[config.mk]
export PLATFORM = sky130hd
export DESIGN_NAME = my_converter_64_2_256
export DESIGN_NICKNAME = d
export VERILOG_FILES = /design/src/rtl/my_converter_64_2_256.sv
export SDC_FILE = /design/constraint.sdc
export NUM_CORES = 2
export LEC_CHECK = 0
export CELL_PAD_IN_SITES_DETAIL_PLACEMENT = 1
export CELL_PAD_IN_SITES_GLOBAL_PLACEMENT = 2
export CORE_ASPECT_RATIO = 0.5
export CORE_MARGIN = 5
export CORE_UTILIZATION = 39
export CTS_CLUSTER_SIZE = 8
export DETAILED_ROUTE_END_ITERATION = 8
export GPL_TIMING_DRIVEN = 0
export MAX_ROUTING_LAYER = met4
export PLACE_DENSITY_LB_ADDON = 0.1
export SLEW_MARGIN = 20
export SYNTH_ARGS = -nofsm -noshare
export SYNTH_HDL_FRONTEND = slang
export SYNTH_SLANG_ARGS = --single-unit
[constraint.sdc]
create_clock -name axi_aclk -period 61.7 [get_ports axi_aclk]
set_clock_uncertainty 0.15 [all_clocks]
set_input_delay 9.255 -clock axi_aclk [delete_from_list [all_inputs] [get_ports axi_aclk]]
set_output_delay 9.255 -clock axi_aclk [all_outputs]
set_load 0.05 [all_outputs]
[src/rtl/my_converter_64_2_256.sv]
// 64-to-256 AXI4-Stream packer: four beats per word, lane 0 in the low bits, packets never share a word.
// Word is registered on the edge accepting its completing beat; input stalls while the output word is held.
module my_converter_64_2_256 #(
    parameter int C_M_AXIS_DATA_WIDTH  = 256,
    parameter int C_S_AXIS_DATA_WIDTH  = 64,
    parameter int C_M_AXIS_TUSER_WIDTH = 128,
    parameter int C_S_AXIS_TUSER_WIDTH = 128
) (
    input  logic                              axi_aclk,
    input  logic                              axi_reset,
    input  logic [C_S_AXIS_DATA_WIDTH-1:0]    s_axis_tdata,
    input  logic [C_S_AXIS_DATA_WIDTH/8-1:0]  s_axis_tstrb,
    input  logic [C_S_AXIS_TUSER_WIDTH-1:0]   s_axis_tuser,
    input  logic                              s_axis_tvalid,
    output logic                              s_axis_tready,
    input  logic                              s_axis_tlast,
    output logic [C_M_AXIS_DATA_WIDTH-1:0]    m_axis_tdata,
    output logic [C_M_AXIS_DATA_WIDTH/8-1:0]  m_axis_tstrb,
    output logic [C_M_AXIS_TUSER_WIDTH-1:0]   m_axis_tuser,
    output logic                              m_axis_tvalid,
    input  logic                              m_axis_tready,
    output logic                              m_axis_tlast
);
    localparam int SW = C_S_AXIS_DATA_WIDTH;
    localparam int SB = C_S_AXIS_DATA_WIDTH / 8;
    localparam int MW = C_M_AXIS_DATA_WIDTH;
    localparam int MB = C_M_AXIS_DATA_WIDTH / 8;

    logic [1:0]                        lane_q, lane_d;
    logic [3*SW-1:0]                   acc_data_q, acc_data_d;
    logic [3*SB-1:0]                   acc_strb_q, acc_strb_d;
    logic [C_S_AXIS_TUSER_WIDTH-1:0]   acc_user_q, acc_user_d;
    logic [MW-1:0]                     m_data_q, m_data_d;
    logic [MB-1:0]                     m_strb_q, m_strb_d;
    logic [C_M_AXIS_TUSER_WIDTH-1:0]   m_user_q, m_user_d;
    logic                              m_vld_q, m_vld_d;
    logic                              m_last_q, m_last_d;

    logic          accept;
    logic          complete;
    logic [MW-1:0] word_data;
    logic [MB-1:0] word_strb;

    assign s_axis_tready = !axi_reset && (!m_vld_q || m_axis_tready);
    assign accept        = s_axis_tvalid && s_axis_tready;
    assign complete      = accept && (s_axis_tlast || lane_q == 2'd3);

    assign m_axis_tdata  = m_data_q;
    assign m_axis_tstrb  = m_strb_q;
    assign m_axis_tuser  = m_user_q;
    assign m_axis_tvalid = m_vld_q;
    assign m_axis_tlast  = m_last_q;

    // Slots above the current lane stay zero, which also hides stale accumulator content.
    always_comb begin
        word_data = '0;
        word_strb = '0;
        for (int i = 0; i < 3; i++) begin
            if (lane_q > 2'(i)) begin
                word_data[i*SW +: SW] = acc_data_q[i*SW +: SW];
                word_strb[i*SB +: SB] = acc_strb_q[i*SB +: SB];
            end
        end
        for (int i = 0; i < 4; i++) begin
            if (lane_q == 2'(i)) begin
                word_data[i*SW +: SW] = s_axis_tdata;
                word_strb[i*SB +: SB] = s_axis_tstrb;
            end
        end
    end

    always_comb begin
        lane_d     = lane_q;
        acc_data_d = acc_data_q;
        acc_strb_d = acc_strb_q;
        acc_user_d = acc_user_q;
        m_data_d   = m_data_q;
        m_strb_d   = m_strb_q;
        m_user_d   = m_user_q;
        m_vld_d    = m_vld_q;
        m_last_d   = m_last_q;

        if (m_vld_q && m_axis_tready) begin
            m_vld_d = 1'b0;
        end

        if (complete) begin
            lane_d   = 2'd0;
            m_data_d = word_data;
            m_strb_d = word_strb;
            m_user_d = (lane_q == 2'd0) ? s_axis_tuser : acc_user_q;
            m_last_d = s_axis_tlast;
            m_vld_d  = 1'b1;
        end else if (accept) begin
            lane_d = lane_q + 2'd1;
            for (int i = 0; i < 3; i++) begin
                if (lane_q == 2'(i)) begin
                    acc_data_d[i*SW +: SW] = s_axis_tdata;
                    acc_strb_d[i*SB +: SB] = s_axis_tstrb;
                end
            end
            if (lane_q == 2'd0) begin
                acc_user_d = s_axis_tuser;
            end
        end
    end

    always_ff @(posedge axi_aclk or posedge axi_reset) begin
        if (axi_reset) begin
            lane_q     <= '0;
            acc_data_q <= '0;
            acc_strb_q <= '0;
            acc_user_q <= '0;
            m_data_q   <= '0;
            m_strb_q   <= '0;
            m_user_q   <= '0;
            m_vld_q    <= 1'b0;
            m_last_q   <= 1'b0;
        end else begin
            lane_q     <= lane_d;
            acc_data_q <= acc_data_d;
            acc_strb_q <= acc_strb_d;
            acc_user_q <= acc_user_d;
            m_data_q   <= m_data_d;
            m_strb_q   <= m_strb_d;
            m_user_q   <= m_user_d;
            m_vld_q    <= m_vld_d;
            m_last_q   <= m_last_d;
        end
    end
endmodule

# Word level (Yosys, flattened, before mapping)
# Cells that the tools add are included.
[classes]
addsub = 1
n_lt_le_gt_ge = 3
eq_ne = 3
mux = 19
bitwise = 1
n_reduce_logical = 15
[ops]
columns = ["cell", "n"]
rows = [
  ["64-bit two-way mux", 7],
  ["128-bit two-way mux", 1],
  ["8-bit two-way mux", 7],
  ["3-bit AND reduction", 3],
  ["2-bit == test (second input constant)", 2],
  ["2-bit by 1-bit > comparator with 1-bit output (second input constant)", 2],
  ["1-bit logical AND", 4],
  ["2-bit two-way mux", 2],
  ["2-bit nonzero test", 2],
  ["2-bit by 1-bit adder with 2-bit output (second input constant)", 1],
  ["2-bit by 1-bit == test with 1-bit output (second input constant)", 1],
  ["2-bit > comparator (second input constant)", 1],
  ["1-bit logical NOT", 2],
  ["2-bit logical NOT", 1],
  ["1-bit logical OR", 2],
  ["1-bit two-way mux", 2],
  ["2-bit AND reduction", 1],
  ["1-bit inverter", 1],
]
[word_totals]
ff_bits = 764
inputBits = 205
out_inout_bits = 419
elab_cells = 55

# Depth between registers and ports, before layout
[depth]
ltp_word = 7
ltp_mapped = 10
ltp_nobuf = 5

# Least setup slack after synthesis
# No wires, ideal clock.
[synth_timing]
path_type = "input-to-output"
from = "in m_axis_tready"
to = "out s_axis_tready"
arrival_ns = 10.086
required_time_ns = 52.295
setup_slack_ns = 42.209
path_stages = 2
n_path_buf = 0
path_cell_list = "and2b_4 -> nor2_1"
[synth_via]
elab_chain_cells = 2
[synth_rtl]
columns = ["item", "line", "rtl"]
rows = [
  ["start, declared", "21", "input logic m_axis_tready,"],
  ["1-bit logical OR", "44", "assign s_axis_tready = !axi_reset && (!m_vld_q || m_axis_tready);"],
  ["1-bit logical AND", "44", ""],
  ["end, declared", "15", "output logic s_axis_tready,"],
]
# Every way passes these cells.

# Worst setup path in the final report
[layout_timing]
from = "in axi_reset"
to = "out s_axis_tready"
[layout_via]
elab_chain_cells = 2
[layout_rtl]
columns = ["item", "line", "rtl"]
rows = [
  ["start, declared", "10", "input logic axi_reset,"],
  ["1-bit logical NOT (no line)", "--", ""],
  ["1-bit logical AND", "44", ""],
]
# Every way passes these cells.

==> summary.md <==
| Metric | Value |
|---|---|
| Synth Instances | `2329` |
| Sequential fraction of the synthesis area | `~57%` |
| IO Port Bufs | `approximately 620` |
| CP endpoint kind | `output port` |
| Max Root-Sink Buffers | `3` |
| HP Class | `reg -> reg` |
| PwrDens | `between 50 and 60 nW/µm²` |
| Largest net degree at the start of global routing | `99` |
| Worst setup path category | `in -> out` |
| DIE AREA | `92000 µm²` |
| Max-slew headroom | `44.2%` |
| Most used DFF post-synth | `dfrtp_1` |
| Top delay family on crit path | `buffers and inverters` |
| # Post-CTS Setup Buffers | `0` |
| Status | `completed` |
| Clk_lat worst skew | `0.69 ns` |
| Most frequent cells in the layout | `764 x dfrtp_1, 623 x clkdlybuf4s50_1, 515 x mux2_2, 273 x nand2_1, 213 x mux2_1` |
| Metal-1 WL | `42500 µm` |
| Fillers | `8259` |
| Met3 wire length | `between 3000 and 4000 µm` |
| Syn Area/Cell | `14.4 µm²` |
| Overall routed net length | `between 100000 and 150000 µm` |
| Clock Sinks | `764` |
| Global-route wire length before repair | `153000 µm` |
| Share of the synthesized area in the top cell type | `between 50% and 60%` |
| Final #Nets | `3277` |
| 1st-iter DRT viols | `841` |
| Worst-Margin Slew | `0.837 ns` |
| Via count | `21554` |
| DRT Pass-1 Iters | `5` |
| Placed inst area | `between 40000 and 50000 µm²` |
| Critical Path Source Type | `input port` |
| Area growth from synthesis to layout | `32.0%` |
| Initial antenna violation count | `5` |
| Num ports | `624` |
| Slowest CP cell | `clkdlybuf4s50_1` |
| Crit-path most repeated cell | `clkdlybuf4s50_1` |
| Most common cell after layout, fill and taps aside | `dfrtp_1` |
| Grt ovf | `0` |
| Cells along the critical path | `clkdlybuf4s50_1 > nor2_1 > clkdlybuf4s50_1` |
| Post-synth EDFFs | `0` |
| Syn nets | `2538` |
| Worst path bufs/invs | `2` |
| Peak VDD IR | `26.4 µV` |
| Rows | `75` |
| FFs w/ async S/R, synth | `100%` |
| Synthesized flop and latch total | `764` |
| Fmax | `0.0494 GHz` |
| Cell taking the most area after synthesis | `dfrtp_1` |
| Core Footprint | `84400 µm²` |
| Library cells used by synthesis | `29` |
| Crit path time final | `approximately 20 ns` |
| Cell Area, Synth | `33400 µm²` |
| Starting Density | `39.6%` |
| Met2 wire length | `around 51000 µm` |
| Critical Path Fanout Max | `4` |
| Cts bufs inserted | `105` |
| GP Congestion | `0.759` |
| Sum Neg Setup Slack | `0 ns` |
| Critical path arrival | `about 11 ns` |
| Die Height | `between 200 and 250 µm` |
| Post-CTS Hold Buffers | `0` |
| RSZ-0062 raised after global routing | `false` |
| WL/cell | `24.0 µm` |
| Clock-pin slew on the worst setup and hold paths | `0.05 ns` |
| Worst Path Required | `52.29 ns` |
| DR top layer | `met4` |
| Leak | `19.2 nW` |
| Via density | `5.14` |
| Pins Over Slew Limit | `0` |
| Layout cells sized above 1 | `29.3%` |
| Drc violations | `0` |
| Largest stage delay, worst path | `between 0.8 and 0.9 ns` |
| Main area contributors after synthesis | `dfrtp_1 57%, mux2_2 17%, mux2_4 7.2%, mux2_1 7.2%, nand2_1 3.1%` |
| Post-route ant nets | `0` |
| Final setup fails | `0` |
| Vias in the first global route | `between 20000 and 25000` |
| Yosys warns | `0` |
| CTS tree | `done` |
| DIE WIDTH | `424 µm` |
| Cts repair resizes | `0` |
| Final std cell area, no fill | `44100 µm²` |
| Crit share post-route | `32.8%` |
| H-tree depth | `3` |
| DP Wirelength | `71500 µm` |
| Number of max-cap violations | `0` |
| Clock root cell | `clkbuf_16` |
| Hold Vio Cnt, Final | `0` |
| Gr usage total | `~22%` |
[worst register-to-register path, stage by stage (launching register included)]
cell	delay [ns]
dfrtp_1	0.50
clkbuf_1	0.38
clkbuf_1	0.35
inv_1	0.17
ha_1	0.46
buf_2	0.56
buf_1	0.66
mux2_2	0.42
mux2_2	0.26
[synth_stat cells, types with 4 or more instances]
| library cell | number |
|---|---|
| mux2_2 | 515 |
| mux2_4 | 160 |
| buf_2 | 46 |
| o21ai_0 | 138 |
| nand2_1 | 273 |
| buf_4 | 7 |
| a22o_1 | 80 |
| ha_1 | 4 |
| mux2_1 | 213 |
| dfrtp_1 | 764 |
| inv_1 | 5 |
| buf_6 | 28 |
| buf_8 | 17 |
| clkbuf_1 | 46 |
| buf_1 | 15 |
[state kept, by name (all words and copies together), names as in the netlist, 2 cells and up]
register / cells
lane_q: 2
acc_strb_q: 24
m_axis_tstrb: 32
m_axis_tuser: 128
acc_user_q: 128
acc_data_q: 192
m_axis_tdata: 256
[per-stage QoR]
step / utilization (%) / worst slack (ns) / std cells / total power, mW / hold slack, ns
after floorplan: - / 30.85 / 2329 / 1.46 / 0.310
after global placement: 48.7 / 20.29 / 4068 / 1.78 / 0.319
after detailed placement: 49.0 / 41.46 / 4077 / 1.80 / 0.327
after CTS: 52.3 / 41.45 / 4191 / 2.34 / 0.338
after global routing: 52.3 / 41.40 / 4194 / 2.42 / 0.348
final: 52.3 / 41.45 / 4197 / 2.31 / 0.331
[cell families (layout without fill, tap and decap cells)]
| family | after synthesis | count (layout) | synth area share [%] |
|---|---|---|---|
| multiplexers | 888 | 888 | 31.7 |
| flip-flops | 764 | 764 | 57.2 |
| AND/OR/NAND/NOR | 289 | 289 | 3.45 |
| AO/OA/AOI/OAI | 220 | 220 | 4.21 |
| buffers and inverters | 164 | 910 | 3.29 |
| adder cells (fa/ha/maj) | 4 | 4 | 0.150 |
| other | 0 | 6 | 0 |
[final cells by class]
| cell class | count | area, µm² | share of cell area (%) |
|---|---|---|---|
| sequential | 764 | 19100 | 43.3 |
| multi-input combinational | 1401 | 13200 | 29.9 |
| timing repair buffer | 632 | 6480 | 14.7 |
| clock buffer | 112 | 2780 | 6.30 |
| tap | 1116 | 1400 | 3.16 |
| buffer | 159 | 1080 | 2.45 |
| inverter | 5 | 26.3 | 0.0595 |
| antenna | 6 | 15.0 | 0.0340 |
| clock inverter | 2 | 13.8 | 0.0312 |
[where the power goes]
part	total (mW)	switching [mW]	internal (mW)
registers	0.816	0.108	0.707
clock network	0.521	0.210	0.311
logic	0.969	0.567	0.401
[layer usage]
metal	vias up	track usage [%]
met5	-	-
met4	0	6.67
met3	162	4.57
met2	366	38.2
met1	11369	27.1
li1	9657	-
[final timing paths]
path,startpoint,to,slack [ns],cells past startpoint
max,axi_reset,s_axis_tready,41.45,3
min,acc_data_q[42],acc_data_q[42],0.33,1
max reg2reg,lane_q[1],m_axis_tstrb[6],57.66,8
min reg2reg,acc_data_q[42],acc_data_q[42],0.33,1
max in group asynchronous,axi_reset,m_axis_tuser[76],50.28,6
min in group asynchronous,axi_reset,m_axis_tdata[82],9.01,2
(Power assumes the default switching activity.)
